**src/rtl/ofs_fim_axis_elastic_pipeline.sv**
```systemverilog
// ofs_fim_axis_elastic_pipeline
//   AXI-Stream register chain of PL_DEPTH full-throughput skid-buffer stages,
//   with a live beat-occupancy count and a packet-boundary pause gate on egress.
//   Used on PCIe SS TX/RX paths for timing closure and for quiescing traffic
//   cleanly ahead of FLR / port reset.
//
// Ports
//   clk, rst_n                    clock, synchronous active-low reset
//   s_tvalid/s_tready/s_t*        ingress AXIS (tdata, tkeep, tlast, tuser)
//   m_tvalid/m_tready/m_t*        egress AXIS
//   pause                         request: stop egress at the next packet boundary
//   paused                        gate engaged; no egress beat is presented
//   occupancy                     beats held across all stages (0..2*PL_DEPTH)
//
// PL_DEPTH=0 gives a combinational pass-through; the pause gate stays registered.

module ofs_fim_axis_elastic_pipeline #(
  parameter int unsigned TDATA_WIDTH    = 512,
  parameter int unsigned TUSER_WIDTH    = 10,
  parameter int unsigned PL_DEPTH       = 2,
  parameter bit          TREADY_RST_VAL = 1'b0,
  parameter bit          ENABLE_TKEEP   = 1'b1,
  localparam int unsigned KW            = TDATA_WIDTH / 8,
  localparam int unsigned OCC_W         = (PL_DEPTH == 0) ? 1 : $clog2(2 * PL_DEPTH + 1)
) (
  input  logic                   clk,
  input  logic                   rst_n,

  input  logic                   s_tvalid,
  output logic                   s_tready,
  input  logic [TDATA_WIDTH-1:0] s_tdata,
  input  logic [KW-1:0]          s_tkeep,
  input  logic                   s_tlast,
  input  logic [TUSER_WIDTH-1:0] s_tuser,

  output logic                   m_tvalid,
  input  logic                   m_tready,
  output logic [TDATA_WIDTH-1:0] m_tdata,
  output logic [KW-1:0]          m_tkeep,
  output logic                   m_tlast,
  output logic [TUSER_WIDTH-1:0] m_tuser,

  input  logic                   pause,
  output logic                   paused,
  output logic [OCC_W-1:0]       occupancy
);

  localparam int unsigned PW = TDATA_WIDTH + KW + 1 + TUSER_WIDTH;

  // link n is the input of stage n; link PL_DEPTH is the egress of the chain
  logic [PL_DEPTH:0]         link_valid;
  logic [PL_DEPTH:0]         link_ready;
  logic [PL_DEPTH:0][PW-1:0] link_data;

  logic          gate_r;
  logic          out_in_pkt;
  logic          in_pkt_next;
  logic          m_fire;
  logic [KW-1:0] keep_in;

  assign keep_in       = ENABLE_TKEEP ? s_tkeep : '1;
  assign link_valid[0] = s_tvalid;
  assign link_data[0]  = {s_tdata, keep_in, s_tlast, s_tuser};

  // The gate also blocks the last stage from handing off, so a gated beat
  // stays parked in the chain and is re-presented unchanged on release.
  assign link_ready[PL_DEPTH] = m_tready & ~gate_r;

  for (genvar n = 0; n < PL_DEPTH; n++) begin : g_stage
    logic          main_valid;
    logic          skid_valid;
    logic [PW-1:0] main_data;
    logic [PW-1:0] skid_data;
    logic          in_fire;
    logic          out_fire;

    // Ready depends only on the registered skid flag, which breaks the
    // combinational ready path between stages.
    assign link_ready[n] = ~skid_valid;
    assign in_fire       = link_valid[n] & ~skid_valid;
    assign out_fire      = main_valid & link_ready[n+1];

    always_ff @(posedge clk) begin
      if (!rst_n) begin
        main_valid <= 1'b0;
        skid_valid <= 1'b0;
      end else if (out_fire) begin
        // skid full implies in_fire=0, so at most one source refills main
        main_valid <= skid_valid | in_fire;
        skid_valid <= 1'b0;
      end else if (!main_valid) begin
        main_valid <= in_fire;
      end else if (in_fire) begin
        skid_valid <= 1'b1;
      end
    end

    always_ff @(posedge clk) begin
      if (out_fire) begin
        main_data <= skid_valid ? skid_data : link_data[n];
      end else if (!main_valid) begin
        main_data <= link_data[n];
      end
      if (in_fire && main_valid && !out_fire) begin
        skid_data <= link_data[n];
      end
    end

    assign link_valid[n+1] = main_valid;
    assign link_data[n+1]  = main_data;
  end

  if (PL_DEPTH > 0) begin : g_occ
    logic [OCC_W-1:0] occ_r;

    always_ff @(posedge clk) begin
      if (!rst_n) begin
        occ_r <= '0;
      end else begin
        occ_r <= occ_r + OCC_W'(link_valid[0] & link_ready[0])
                       - OCC_W'(link_valid[PL_DEPTH] & link_ready[PL_DEPTH]);
      end
    end

    assign occupancy = occ_r;
  end else begin : g_no_occ
    assign occupancy = '0;
  end

  assign s_tready = rst_n ? link_ready[0] : TREADY_RST_VAL;
  assign m_tvalid = link_valid[PL_DEPTH] & ~gate_r & rst_n;
  assign {m_tdata, m_tkeep, m_tlast, m_tuser} = link_data[PL_DEPTH];
  assign paused   = gate_r & rst_n;

  assign m_fire      = m_tvalid & m_tready;
  assign in_pkt_next = m_fire ? ~m_tlast : out_in_pkt;

  // The gate may only change while no beat is stalled on the egress and no
  // packet is open, so a presented beat is never withdrawn and a packet is
  // never split.
  always_ff @(posedge clk) begin
    if (!rst_n) begin
      out_in_pkt <= 1'b0;
      gate_r     <= 1'b0;
    end else begin
      out_in_pkt <= in_pkt_next;
      if (!(m_tvalid && !m_tready) && !in_pkt_next) begin
        gate_r <= pause;
      end
    end
  end

endmodule

```
**config.mk**
```make
export PLATFORM = sky130hd
export DESIGN_NAME = ofs_fim_axis_elastic_pipeline
export DESIGN_NICKNAME = d
export VERILOG_FILES = /design/src/rtl/ofs_fim_axis_elastic_pipeline.sv
export SDC_FILE = /design/constraint.sdc
export NUM_CORES = 2
export LEC_CHECK = 0
export BUFFER_PORTS_ARGS = -buffer_cell sky130_fd_sc_hd__buf_2
export CAP_MARGIN = 15
export CORE_UTILIZATION = 30
export CTS_CLUSTER_SIZE = 8
export DETAILED_ROUTE_END_ITERATION = 10
export SYNTH_ARGS = -nofsm -noshare
export SYNTH_HDL_FRONTEND = slang
export SYNTH_SLANG_ARGS = --single-unit
```
**constraint.sdc**
```tcl
create_clock -name clk -period 156 [get_ports clk]
set_input_delay 23.4 -clock clk [delete_from_list [all_inputs] [get_ports clk]]
set_output_delay 23.4 -clock clk [all_outputs]
set_load 0.01 [all_outputs]
```
# After elaboration in Yosys (flattened, before gate mapping)
# Cells that the tools add are included.
[totals] output_inout_bits=593 inputBits=592 register_bits=2357
[op_classes] n_addsub=2 mux=12 n_bitwise=17 n_reduce_logical=15 n_eq_ne=2
[op_table] op="two-way mux 587 bit" n=6
[op_table] op="bitwise AND 1 bit" n=10
[op_table] op="logical AND 1 bit" n=6
[op_table] op="two-way mux 1 bit" n=6
[op_table] op="zero test 1 bit" n=5
[op_table] op="inverter 1 bit" n=5
[op_table] op="inequality test 2 x 1 -> 1 bit, second input constant" n=2
[op_table] op="AND reduction 2 bit" n=2
[op_table] op="OR reduction 2 bit" n=2
[op_table] op="adder 3 x 1 -> 3 bit" n=1
[op_table] op="subtractor 3 x 1 -> 3 bit" n=1
[op_table] op="OR 1 bit" n=2

# Logic depth before layout (Yosys ltp)
[logic_depth] word_depth=7 depth_mapped=8 depth_no_buf=7

# Least setup slack after synthesis
# OpenSTA, ideal clock, no wires.
[synth_timing] path_kind="flip-flop to flip-flop" from="reg g_stage[1].skid_valid" to="reg g_stage[0].skid_data[0] (enable)" required_ns=145.188 setup_slack_ns=44.070 stages_incl_launch_ff=3 n_path_buf=0 arrival_ns=101.118 cell_sequence="dfxtp_1 -> nand2_1 -> nor2_1"
[synth_via] elab_chain_cells=4
[synth_lines] item="start: declaration" line="71" rtl="logic skid_valid;"
[synth_lines] item="start signal: assignment" line="86" rtl="skid_valid <= 1'b0;"
[synth_lines] item="start signal: assignment" line="90" rtl="skid_valid <= 1'b0;"
[synth_lines] item="start signal: assignment" line="94" rtl="skid_valid <= 1'b1;"
[synth_lines] item="inverter 1 bit" line="79" rtl="assign link_ready[n] = ~skid_valid;"
[synth_lines] item="bitwise AND 1 bit" line="81" rtl="assign out_fire = main_valid & link_ready[n+1];"
[synth_lines] item="zero test 1 bit" line="104" rtl="if (in_fire && main_valid && !out_fire) begin"
[synth_lines] item="logical AND 1 bit" line="104"
[synth_lines] item="end signal: assignment" line="105" rtl="skid_data <= link_data[n];"
[synth_lines] item="end: declaration" line="73" rtl="logic [PW-1:0] skid_data;"
# No other way between the ends.
# A chain may end at the register's enable or synchronous reset.

# Worst setup path after layout
[layout_timing] from="in rst_n" to="out m_tvalid"
[layout_via] elab_chain_cells=1
[layout_lines] item="start: declaration" line="27" rtl="input logic rst_n,"
[layout_lines] item="bitwise AND 1 bit" line="131" rtl="assign m_tvalid = link_valid[PL_DEPTH] & ~gate_r & rst_n;"
[layout_lines] item="end: declaration" line="36" rtl="output logic m_tvalid,"
# No other way between the ends.

==> out/metrics.cfg <==
[floorplan]
rows = 197
coreArea_um2 = 288000
die_y_um = 540
die_area_um2 = 292000
start_util = 0.302
die_x_um = 540
num_io_pins = 1185

[placed_design]
place.gp.congestion = 0.848
portBuffers = 1184
dp_hpwl_um = 143000
post-place-ws_ps = 108580
dp.cells = 8593

[critical_path]
cp_slowest_stage_delay_ps = 260
cp_top_family = buffers and inverters
cp.arrival_ps = 24020
worstSetupEndpointType = primary output
crit_slowest_cell = buf_2
path_common_cell = buf_2
path_max_fanout = 13
worstRegToRegCells = 7
critPathLaunchType = input pin
regToRegEndpoint = g_stage[1].main_data[45]
crit_buf_inv = 2
path_class = in -> out
path_cells = buf_2, and3b_1, buf_2
reg2reg_from = gate_r
r2r_slack_ps = 150340
crit_required_ps = 132600

[timing]
rsz0062_at_grt = no
fmax_mhz = 21.1
setup_tns_ps = 0
hold-worst-slack_ps = 414
setup_viol_count_final = 0
relSlewSlack = 0.303
final.period_utilization = 0.304
tightest_slew_ps = 1050
final.min_clock_period_ps = 47420
clock_skew_ps = 42.0
hold_viol_final = 0
postLayoutSetupSlackWorst_ps = 108580
drv_slew = 0

[worst_hold_path]
hold_depth = 0
hold_class = reg -> reg
hp-start = g_stage[0].main_data[484]
whs_endpoint = g_stage[1].skid_data[484]

[layout]
fillers = 26300
nets = 5744
syn2layout_area_growth_pct = 22.3
final_layout_size_suffix_gt1_frac = 0.537
final_cells = 9032

[routing]
vias = 40600
drcViolationCount = 0
drtIter0Drc = 2959
drt-total-wl_um = 216000
vias_per_cell = 4.50
wire_per_inst_um = 23.9
antenna_left = 0
first_pass_iters = 5

[yosys]
syn-instance-count = 3701
syn-cell-area_um2 = 86900
ys_ff_latch = 2357
synthTopCellsByCount = 2,348 x edfxtp_1, 744 x mux2_2, 430 x mux2_4
synth-edff-count = 2348
synth_area_leader_cell = edfxtp_1
synth.most_common_cell = edfxtp_1
synth-main-ff-cell = edfxtp_1
netlist_top_cells_area = edfxtp_1 81%, mux2_2 9.6%, mux2_4 7.4%
ys_types = 31
postSynthAreaPerCell_um2 = 23.5
synth_fp_nets = 4295
yosys_warnings = 0
async_flop_share = 0
post-synth-top-area-fraction = 0.811
yosysSeqAreaShare = 0.813

[power]
power.density_nw_per_um2 = 13.7
cellLeakagePower_nw = 39.9
irDropWorstVdd_uv = 11.7

[global_routing]
first_global_vias = 42100
gr-total-overflow = 0
grt_use_total = 0.143
grt_max_degree = 143
antenna_found_initial = 121
grt_pass1_wl_um = 307000

[clock_network]
cts_resized = 0
cts.sinks = 2357
clkLatencyLatePin_ps = 860
cts_buffer_depth = 4
cts_buffers = 336
path_clk_slew_ps = 50
postCtsSetupBuffers = 0
cts-root-buf = clkbuf_16
htreeDepth = 5
tritoncts = done
cts_hold_buf = 0

[job]
drv_cap = 0

[run_status]
status = finished clean

==> cell usage in the layout, fill, tap and decap left out, types with 2 or more instances in the layout <==
| master | count |
|---|---|
| a21oi_1 | 2 |
| and2_1 | 2 |
| and3b_1 | 2 |
| buf_12 | 7 |
| buf_2 | 1184 |
| buf_4 | 52 |
| clkbuf_1 | 16 |
| clkbuf_16 | 339 |
| clkinv_1 | 3 |
| clkinv_16 | 10 |
| clkinv_2 | 3 |
| clkinv_8 | 6 |
| dfxtp_1 | 9 |
| diode_2 | 52 |
| edfxtp_1 | 2348 |
| inv_16 | 4 |
| inv_6 | 3 |
| mux2_2 | 744 |
| mux2_4 | 430 |
| nand2_4 | 2 |
| nand2b_1 | 3 |
| nand3b_1 | 2 |
| nor2_1 | 2 |
| nor2b_1 | 5 |
==> worst reg2reg max path: stages (launching register included) <==
cell and delay [ps]:
dfxtp_1 510, nand4b_1 640, buf_4 760, buf_4 630, buf_4 710, buf_4 830, buf_4 860, mux2_2 470
==> where the power goes <==
group | internal, mW | switching [mW]
Clock | 0.387 | 0.262
Sequential | 0.728 | 0.0112
Combinational | 0.0326 | 0.0360
==> per-layer routing <==
metal,share of wire,track usage
met5,0.0033,0
met3,0.10,0.0587
met2,0.47,0.230
met1,0.39,0.172
met4,0.031,0.0498
==> sequential cells by signal (all words and copies together), names as in the netlist <==
signal,cells
g_stage.main_data,1174
g_stage.skid_data,1174
g_stage.skid_valid,2
gate_r,1
occupancy,3
out_in_pkt,1
g_stage.main_valid,2
==> cell families (layout without fill, tap and decap cells) <==
logic type,count (synthesis),after routing,share of synthesized area
AO/OA/AOI/OAI,7,7,0.000576
XOR/XNOR,2,2,0.000360
adder cells (fa/ha/maj),2,2,0.000374
buffers and inverters,133,1631,0.0128
flip-flops,2357,2357,0.813
multiplexers,1175,1175,0.171
other,0,52,0
AND/OR/NAND/NOR,25,25,0.00180
==> per-stage QoR <==
stage | area, um2 | total power [mW] | utilization
after floorplan | 86900 | 0.787 | -
after global placement | 97000 | 0.819 | 0.337
after detailed placement | 97000 | 0.821 | 0.337
after CTS | 106000 | 1.48 | 0.368
after global routing | 106000 | 1.50 | 0.368
final | 106000 | 1.46 | 0.369
==> final cells by class <==
type / instances / area [um2] / share of cell area
Sequential cell: 2357 / 70700 / 0.665
Multi-Input combinational cell: 1211 / 15100 / 0.142
Clock buffer: 355 / 8540 / 0.0804
Timing Repair Buffer: 1243 / 6460 / 0.0608
Tap cell: 3781 / 4730 / 0.0445
Clock inverter: 32 / 577 / 0.00543
Antenna cell: 52 / 130 / 0.00122
Inverter: 1 / 3.75 / 0.0000353
==> worst max path at each step <==
stage	slack, ps	startpoint	endpoint	depth (start not counted)
global placement	108590	rst_n	m_tvalid	3
CTS	108580	rst_n	m_tvalid	3
finish	108580	rst_n	m_tvalid	3
floorplan	44070	g_stage[1].skid_valid	g_stage[0].skid_data[0]	2
detailed placement	108580	rst_n	m_tvalid	3
global route	108560	rst_n	s_tready	3
Power figures use the tool's default switching activity.
